[config.mk]
export PLATFORM = sky130hd
export DESIGN_NAME = ex_muldiv_unit
export DESIGN_NICKNAME = d
export VERILOG_FILES = /design/src/rtl/ex_muldiv_unit.sv
export SDC_FILE = /design/constraint.sdc
export NUM_CORES = 1
export LEC_CHECK = 0
export ABC_CLOCK_PERIOD_IN_PS = 13230
export CAP_MARGIN = 15
export CELL_PAD_IN_SITES_DETAIL_PLACEMENT = 1
export CELL_PAD_IN_SITES_GLOBAL_PLACEMENT = 2
export CORE_ASPECT_RATIO = 2
export CORE_MARGIN = 4
export CORE_UTILIZATION = 37
export DETAILED_ROUTE_END_ITERATION = 12
export PLACE_DENSITY = 0.88
export SYNTH_ARGS = -nofsm -noshare
export SYNTH_HDL_FRONTEND = slang
export SYNTH_SLANG_ARGS = --single-unit
[constraint.sdc]
create_clock -name Clk -period 13.23 [get_ports Clk]
set_clock_uncertainty 0.2 [all_clocks]
set_input_delay 3.3075 -clock Clk [delete_from_list [all_inputs] [get_ports Clk]]
set_output_delay 3.3075 -clock Clk [all_outputs]
set_load 0.05 [all_outputs]
[src/rtl/ex_muldiv_unit.sv]
//------------------------------------------------------------------------------
// Module   : ex_muldiv_unit
// Brief    : Iterative RV32M multiply/divide unit (radix-2 shift-add / restoring).
// Revision : 1.0
//------------------------------------------------------------------------------
`default_nettype none

module ex_muldiv_unit #(
    parameter int XLEN = 32,
    parameter int RD_W = 5
) (
    input  logic            Clk,
    input  logic            Reset,
    input  logic            Start,
    input  logic [2:0]      Op,
    input  logic [XLEN-1:0] Op1,
    input  logic [XLEN-1:0] Op2,
    input  logic [RD_W-1:0] Rd_addr_in,
    input  logic            Flush,
    output logic            Busy,
    output logic            Stall,
    output logic            Done,
    output logic [XLEN-1:0] Result,
    output logic [RD_W-1:0] Rd_addr_out
);

    localparam int              CNT_W     = $clog2(XLEN);
    localparam logic [CNT_W-1:0] LAST_STEP = CNT_W'(XLEN - 1);
    localparam logic [CNT_W-1:0] ONE_C     = CNT_W'(1);
    localparam logic [XLEN-1:0]  INT_MIN   = {1'b1, {(XLEN-1){1'b0}}};

    typedef enum logic [2:0] {
        S_IDLE = 3'd0,
        S_MUL  = 3'd1,
        S_DIV  = 3'd2,
        S_FAST = 3'd3,
        S_FIN  = 3'd4
    } state_t;

    state_t            state_q, state_d;
    logic [2:0]        op_q, op_d;
    logic              neg_q, neg_d;
    logic [XLEN-1:0]   a_q, a_d;        // multiplicand / divisor magnitude
    logic [XLEN-1:0]   hi_q, hi_d;      // product high half / partial remainder
    logic [XLEN-1:0]   lo_q, lo_d;      // multiplier->product low / dividend->quotient
    logic [CNT_W-1:0]  cnt_q, cnt_d;
    logic [RD_W-1:0]   rd_q, rd_d;
    logic [XLEN-1:0]   res_q, res_d;
    logic [RD_W-1:0]   rdo_q, rdo_d;

    logic              w_s1, w_s2, w_div0, w_ovf;
    logic [XLEN-1:0]   w_mag1, w_mag2;
    logic [XLEN:0]     w_mul_sum;
    logic [XLEN:0]     w_div_sh;
    logic [XLEN-1:0]   w_div_diff;
    logic              w_div_ge;
    logic [2*XLEN-1:0] w_wide, w_wide_s;
    logic [XLEN-1:0]   w_res;

    assign w_s1   = ((Op == 3'd1) | (Op == 3'd2) | (Op[2] & ~Op[0])) & Op1[XLEN-1];
    assign w_s2   = ((Op == 3'd1) | (Op[2] & ~Op[0])) & Op2[XLEN-1];
    assign w_mag1 = w_s1 ? -Op1 : Op1;
    assign w_mag2 = w_s2 ? -Op2 : Op2;
    assign w_div0 = Op[2] & (Op2 == '0);
    assign w_ovf  = Op[2] & ~Op[0] & (Op1 == INT_MIN) & (&Op2);

    assign w_mul_sum  = {1'b0, hi_q} + (lo_q[0] ? {1'b0, a_q} : {(XLEN+1){1'b0}});
    assign w_div_sh   = {hi_q, lo_q[XLEN-1]};
    assign w_div_ge   = (w_div_sh >= {1'b0, a_q});
    assign w_div_diff = w_div_sh[XLEN-1:0] - a_q;

    // Full-width negation so the MULH* high half carries correctly from the low half.
    assign w_wide   = op_q[2] ? {{XLEN{1'b0}}, (op_q[1] ? hi_q : lo_q)} : {hi_q, lo_q};
    assign w_wide_s = neg_q ? -w_wide : w_wide;
    assign w_res    = (op_q[2] || (op_q[1:0] == 2'b00)) ? w_wide_s[XLEN-1:0]
                                                        : w_wide_s[2*XLEN-1:XLEN];

    always_comb begin
        state_d = state_q;
        op_d    = op_q;
        neg_d   = neg_q;
        a_d     = a_q;
        hi_d    = hi_q;
        lo_d    = lo_q;
        cnt_d   = cnt_q;
        rd_d    = rd_q;
        res_d   = res_q;
        rdo_d   = rdo_q;
        if (Flush && (state_q != S_IDLE)) begin
            state_d = S_IDLE;
        end else begin
            case (state_q)
                S_IDLE: begin
                    if (Start && !Flush) begin
                        op_d  = Op;
                        rd_d  = Rd_addr_in;
                        cnt_d = '0;
                        if (w_div0 || w_ovf) begin
                            state_d = S_FAST;
                            neg_d   = 1'b0;
                            a_d     = '0;
                            hi_d    = w_div0 ? Op1 : '0;
                            lo_d    = w_div0 ? '1 : Op1;
                        end else begin
                            state_d = Op[2] ? S_DIV : S_MUL;
                            neg_d   = (Op[2] & Op[1]) ? w_s1 : (w_s1 ^ w_s2);
                            a_d     = w_mag2;
                            hi_d    = '0;
                            lo_d    = w_mag1;
                        end
                    end
                end
                S_MUL: begin
                    hi_d  = w_mul_sum[XLEN:1];
                    lo_d  = {w_mul_sum[0], lo_q[XLEN-1:1]};
                    cnt_d = cnt_q + ONE_C;
                    if (cnt_q == LAST_STEP) state_d = S_FIN;
                end
                S_DIV: begin
                    hi_d  = w_div_ge ? w_div_diff : w_div_sh[XLEN-1:0];
                    lo_d  = {lo_q[XLEN-2:0], w_div_ge};
                    cnt_d = cnt_q + ONE_C;
                    if (cnt_q == LAST_STEP) state_d = S_FIN;
                end
                S_FAST: state_d = S_FIN;
                S_FIN: begin
                    state_d = S_IDLE;
                    res_d   = w_res;
                    rdo_d   = rd_q;
                end
                default: state_d = S_IDLE;
            endcase
        end
    end

    always_ff @(posedge Clk) begin
        if (Reset) begin
            state_q <= S_IDLE;
            op_q    <= '0;
            neg_q   <= 1'b0;
            a_q     <= '0;
            hi_q    <= '0;
            lo_q    <= '0;
            cnt_q   <= '0;
            rd_q    <= '0;
            res_q   <= '0;
            rdo_q   <= '0;
        end else begin
            state_q <= state_d;
            op_q    <= op_d;
            neg_q   <= neg_d;
            a_q     <= a_d;
            hi_q    <= hi_d;
            lo_q    <= lo_d;
            cnt_q   <= cnt_d;
            rd_q    <= rd_d;
            res_q   <= res_d;
            rdo_q   <= rdo_d;
        end
    end

    // Result is visible during the Done cycle itself; the held copy updates on that edge.
    assign Busy        = (state_q != S_IDLE);
    assign Done        = (state_q == S_FIN) & ~Flush;
    assign Result      = Done ? w_res : res_q;
    assign Rd_addr_out = Done ? rd_q : rdo_q;
    assign Stall       = (Start & (state_q == S_IDLE) & ~Flush) | (Busy & ~Done);

endmodule

`default_nettype wire

==> reports/results.ini, run 1 <==
[outcome]
status=finished, final reports clean

[drt]
num_vias=16300
final_antenna_net_count=0
drtPass1Iterations=5
drt-initial-drc-count=755
viasPerCell=6.18
wire_per_inst_um=23.9
drt_wl_total_um=63000
drcViolationCount=0

[final_layout]
n_fill_cell=4971
design_area_mm2=0.0168
syn2layout_area_growth_pct=14.4
n_antenna_cell=0
multiInputGateArea_mm2=0.0108
regArea_mm2=0.00301
drive_gt1_share_pct=5.89
nets=2240

[worst_setup_path]
slowest_stage=clkdlybuf4s50_1
worstSetupEndpointType=primary output
cp_num_buf_inv=5
path_class=in2out
path_max_fanout=52
path_cells=clkdlybuf4s50_1, or4b_2, buf_4, inv_1, buf_4, o211ai_1, a31oi_1, o21ai_0, nand3_1, clkdlybuf4s50_1
start_kind=input pin
cp.arrival_ns=6.63
critPathMaxStageDelay_ns=0.80
crit_family=buffers and inverters
worst_ep_required_time_ns=9.72

[global_routing]
grt_start_max_net_pins=75
grt_overflow=0
grt_first_pass_wirelength_um=96800
grt_use_total_pct=28.9
grt_antenna_before_repair=0
grt_pass1_vias=16900

[floorplan]
initial_core_util_pct=37.3
fp-row-count=103
coreArea_mm2=0.0393
die-width_um=149
io_pins=116
die_area_mm2=0.0431
die_y_um=290

[timing]
fin_crit_ns=10.14
setup_viol=0
final.period_utilization_pct=76.6
slew_headroom_pct=31.0
rsz0062_at_grt=false
setup_tns_ns=0
whs_ns=0.251
worstMarginPinSlew_ns=1.02
slew_violations=0
hold_viol_final=0
fmax_ghz=0.0986

[clocking]
clock_latency_ns=0.46
clkSlewWorstSetupHoldPaths_ns=0.07
cts_buffers=17
tritoncts=done
htree_levels=4
post_cts.repair.setup_buffers=0
root_buffer=clkbuf_16
cts.path.max_buffers=2
cts_num_sinks=150
cts_resized=0
postCtsHoldBufs=0

[placement]
placed_area_mm2=0.0162
place_congestion=0.953
io_buffers=115
post-dp-hpwl_um=50800

[power_and_ir_drop]
total_power_uw=1690
power.density_mw_per_mm2=100
ir_drop_mv=0.0589
leakage_uw=0.00633

[flow_run]
drv_cap=0

[yosys]
synthCells=2077
avgSynthCellArea_um2=7.07
async_flop_share_pct=0
synth_largest_area_cell=dfxtp_1
synth-seq-cells=150
ys_seq_area_share_pct=20.5
ys_types=83
synth_edf_count=0
yosysMostFrequentCell=nor2_1
synth_commonest_cells=nor2_1, nand2_1, a21oi_1
syn-num-nets=2225
synthTopCellsByArea=dfxtp_1, nor2_1, ha_1, a21oi_1, nand2_1
synth_top_flop_cell=dfxtp_1
synth_top_area_share_pct=20.5
yosysWarnings=0
synth_area_mm2=0.0147

[worst_hold_path]
hold_class=reg2reg

[routing by layer]
layer	share of wire [%]	GRT usage, %
met1	35	27.8
met2	53	55.3
met3	2.8	2.61
met4	9.0	22.5
met5	0	0
[worst paths after layout]
check | from | to | slack (ns) | cells past startpoint
max | Flush | Result[8] | 3.09 | 10
min reg2reg | a_q[8] | a_q[8] | 0.25 | 2
max reg2reg | op_q[2] | res_q[9] | 8.15 | 10
min | a_q[8] | a_q[8] | 0.25 | 2
[where the power goes]
group | leakage [uW] | internal [uW] | switching (uW)
clock network | 0.000284 | 252 | 244
logic | 0.00482 | 247 | 413
registers | 0.00123 | 477 | 53.1
[layout by cell type, fill, tap and decap left out, types with 27 or more instances in the layout]
cell type / netlist / layout
nand4_1: 30 / 30
nor2_1: 234 / 229
inv_1: 61 / 61
ha_1: 70 / 70
buf_4: 0 / 40
a211oi_1: 48 / 48
a31oi_1: 34 / 34
a21oi_1: 170 / 170
xnor2_1: 69 / 69
dfxtp_1: 150 / 148
nand2_1: 217 / 217
nor3_1: 70 / 70
a21o_1: 45 / 45
xor2_1: 57 / 57
nand3_1: 30 / 30
o21ai_0: 141 / 140
clkdlybuf4s50_1: 0 / 114
mux2i_1: 35 / 35
a221oi_1: 32 / 32
nor4_1: 27 / 27
[kinds of logic (layout without fill, tap and decap cells)]
logic type	Yosys count	count (layout)	synth area share, %
DFF	150	150	20.5
buffers and inverters	221	249	5.81
and+or+nand+nor	758	758	24.8
adders and majority gates	72	72	6.24
muxes	46	46	3.23
AOI/OAI and AO/OA	704	704	32.0
xor gates and xnor gates	126	126	7.52
[stage by stage]
step | std cells | util [%] | worst slack, ns
2_1_floorplan | 2077 | - | 3.88
3_3_place_gp | 2596 | 41.2 | 3.19
3_5_place_dp | 2597 | 41.2 | 3.10
4_1_cts | 2629 | 42.6 | 3.10
5_1_grt | 2630 | 42.7 | 2.91
6_report | 2630 | 42.7 | 3.09
[sequential cells by signal, summed over array words and instances (netlist names)]
name	count
neg_q	1
rd_q	5
rdo_q	5
state_q	3
op_q	3
res_q	32
hi_q	32
a_q	32
cnt_q	5
lo_q	32
[worst reg2reg max path, delay by kind of cell (launching register included)]
family / cells / cell delay, ns
and+or+nand+nor: 4 / 1.66
AOI/OAI and AO/OA: 3 / 1.28
buffers and inverters: 2 / 0.92
xor gates and xnor gates: 1 / 0.56
DFF: 1 / 0.33
[final cells by class]
| cell class | count | share of cell area (%) |
|---|---|---|
| Clock buffer | 17 | 2.53 |
| Clock inverter | 15 | 0.909 |
| Inverter | 61 | 1.36 |
| Multi-Input combinational cell | 1706 | 64.6 |
| Sequential cell | 150 | 17.9 |
| Tap cell | 525 | 3.91 |
| Timing Repair Buffer | 156 | 8.78 |
Note: power is estimated with default switching activity, not from simulation.
==> inputs of run 2 (changes only) <==
==> config.mk (replaced) <==
export PLATFORM = sky130hd
export DESIGN_NAME = ex_muldiv_unit
export DESIGN_NICKNAME = d
export VERILOG_FILES = /design/src/rtl/ex_muldiv_unit.sv
export SDC_FILE = /design/constraint.sdc
export NUM_CORES = 1
export LEC_CHECK = 0
export ABC_CLOCK_PERIOD_IN_PS = 10300
export CAP_MARGIN = 15
export CELL_PAD_IN_SITES_DETAIL_PLACEMENT = 1
export CELL_PAD_IN_SITES_GLOBAL_PLACEMENT = 2
export CORE_ASPECT_RATIO = 2
export CORE_MARGIN = 4
export CORE_UTILIZATION = 34
export DETAILED_ROUTE_END_ITERATION = 12
export PLACE_DENSITY = 0.82
export SYNTH_ARGS = -nofsm -noshare
export SYNTH_HDL_FRONTEND = slang
export SYNTH_SLANG_ARGS = --single-unit
==> constraint.sdc (replaced) <==
create_clock -name Clk -period 10.3 [get_ports Clk]
set_clock_uncertainty 0.2 [all_clocks]
set_input_delay 2.575 -clock Clk [delete_from_list [all_inputs] [get_ports Clk]]
set_output_delay 2.575 -clock Clk [all_outputs]
set_load 0.05 [all_outputs]
==> run 2 against run 1 <==
Global-route usage shrank 1.7 points. Setup slack lost 1.6 ns. Routed wire length grew 2.5%. Register-to-register slack lost 3.0 ns. Combinational power grew 28%. Via count grew 0.35%. Worst hold slack is essentially flat. Flip-flop and latch count is the same. Cell count grew 0.65%. Utilization shrank 3.4 points. First-iteration DRC count shrank 8.5%. Largest cell class unchanged. Highest routed layer unchanged.
==> reports/results.ini, run 2 (synthesized netlist as in run 1, its figures left out) <==
[global_routing]
grt_overflow=0  ; unchanged
grt_use_total_pct=27.2  ; -1.7 points
grt_antenna_before_repair=0  ; unchanged
grt_first_pass_wirelength_um=99200  ; +2.5%
grt_pass1_vias=17100  ; +1.1%
grt_start_max_net_pins=79  ; +5.3%

[worst_setup_path]
worst_ep_required_time_ns=7.53  ; -2.19 ns
cp.arrival_ns=6.01  ; -0.62 ns
path_class=in2out
path_max_fanout=52  ; unchanged
worstSetupEndpointType=primary output
start_kind=input pin

[clocking]
clock_latency_ns=0.46  ; about the same
cts_buffers=17  ; unchanged
cts.path.max_buffers=2  ; unchanged
htree_levels=4  ; unchanged
cts_num_sinks=150  ; unchanged
clkSlewWorstSetupHoldPaths_ns=0.07  ; about the same
tritoncts=done
root_buffer=clkbuf_16
cts_resized=0  ; unchanged
post_cts.repair.setup_buffers=0  ; unchanged
postCtsHoldBufs=0  ; unchanged

[timing]
hold_viol_final=0  ; unchanged
setup_tns_ns=0  ; unchanged
worstMarginPinSlew_ns=1.23  ; +0.212 ns
rsz0062_at_grt=false
slew_violations=0  ; unchanged
setup_viol=0  ; unchanged
fin_crit_ns=8.79
fmax_ghz=0.114
setup_ws_ns=1.51  ; -1.58 ns
final.period_utilization_pct=85.3
slew_headroom_pct=17.5  ; -14 points

[power_and_ir_drop]
leakage_uw=0.00631  ; -0.34%
ir_drop_mv=0.101  ; +72%
power.density_mw_per_mm2=131  ; +30%
total_power_uw=2200  ; +30%
power_frac_comb_pct=38.5  ; -0.6 points
p_int_uw=1290  ; +32%
seq_power_share_pct=31.2  ; -0.2 points
p_clk_share_pct=30.3  ; +0.9 points
p_sw_share_pct=41.3  ; -0.83 points
power_switching_uw=907  ; +28%

[worst_hold_path]
hold_class=reg2reg

[drt]
drtPass1Iterations=5  ; unchanged
final_antenna_net_count=0  ; unchanged
drt_wl_total_um=64600  ; +2.5%
drt-initial-drc-count=691  ; -8.5%
viasPerCell=6.16  ; -0.29%
drcViolationCount=0  ; unchanged
wire_per_inst_um=24.4  ; +1.9%
num_vias=16300  ; +0.35%

[final_layout]
drive_gt1_share_pct=5.76  ; -0.13 points
instances_no_fill=2647  ; +0.65%
regArea_mm2=0.00301  ; unchanged
multiInputGateArea_mm2=0.0108  ; unchanged
layout_common_cells=nor2_1, nand2_1, a21oi_1
final_common_cell=nor2_1
syn2layout_area_growth_pct=14.4  ; about the same
n_fill_cell=5339  ; +7.4%
nets=2237  ; -0.13%
n_antenna_cell=0  ; unchanged
final_core_util_pct=39.3  ; -3.4 points

[placement]
io_buffers=115  ; unchanged
place_congestion=0.945  ; -0.85%
post-dp-hpwl_um=51100  ; +0.70%
place_ws_ns=1.49  ; -1.62 ns
numPlacedInstances=2614  ; +0.65%

[floorplan]
io_pins=116  ; unchanged
die_y_um=302  ; +4.2%
die-width_um=155  ; +4.1%
initial_core_util_pct=34.4  ; -3.0 points
die_area_mm2=0.0468  ; +8.5%
fp-row-count=107  ; +3.9%
coreArea_mm2=0.0427  ; +8.7%

[flow_run]
drv_cap=0  ; unchanged

[outcome]
status=finished, final reports clean

## run 2: per-layer routing
| layer | vias to the layer above | wire length, um | global-route usage [%] |
|---|---|---|---|
| li1 | 7701 | - | - |
| met2 | 428 | 33800 | 50.6 |
| met1 | 7983 | 22800 | 27.1 |
| met4 | 0 | 5790 | 21.2 |
| met3 | 196 | 2170 | 2.82 |
| met5 | - | 0 | 0 |
## run 2: worst max-delay path: stages
cell and delay [ns]:
clkdlybuf4s50_1 0.45, or4b_2 0.62, buf_4 0.30, inv_1 0.63, o211ai_1 0.18, a31oi_1 0.17
o21ai_0 0.14, nand3_1 0.12, clkdlybuf4s50_1 0.80
## run 2: worst paths after layout
| path | from | to | slack [ns] | cells after the start |
|---|---|---|---|---|
| setup / recovery | Flush | Result[8] | 1.51 | 9 |
| hold / removal | a_q[9] | a_q[9] | 0.25 | 2 |
| setup reg to reg | hi_q[19] | hi_q[28] | 5.17 | 11 |
| hold reg to reg | a_q[9] | a_q[9] | 0.25 | 2 |
## run 2: power by group through the flow
stage	Combinational, uW	Clock (uW)	Sequential, uW
floorplan	576	0	651
global placement	821	0	695
detailed placement	834	0	697
CTS	839	678	684
global route	916	699	692
finish	847	666	685
## run 2: area by class of cell
type | count | area share (%)
clock buffer | 17 | 2.53
clock inverter | 15 | 1.01
inverter | 61 | 1.36
multi-input combinational | 1706 | 64.6
sequential | 150 | 17.9
tap | 545 | 4.06
timing repair buffer | 153 | 8.55
## run 2: stage by stage
stage               cell area, um^2  hold slack [ns]
finish                        16800            0.252
global route                  16800            0.281
CTS                           16800            0.258
detailed placement            16200            0.244
global placement              16200            0.235
floorplan                     14700            0.225
==> inputs of run 3 (changes only) <==
--- a/config.mk
+++ b/config.mk
@@ -14,6 +14,7 @@
 export CORE_UTILIZATION = 34
 export DETAILED_ROUTE_END_ITERATION = 12
 export PLACE_DENSITY = 0.82
+export SETUP_SLACK_MARGIN = 0.05
 export SYNTH_ARGS = -nofsm -noshare
 export SYNTH_HDL_FRONTEND = slang
 export SYNTH_SLANG_ARGS = --single-unit
==> results of run 3 <==
Final layout, timing and power as in run 2 (identical DEF).
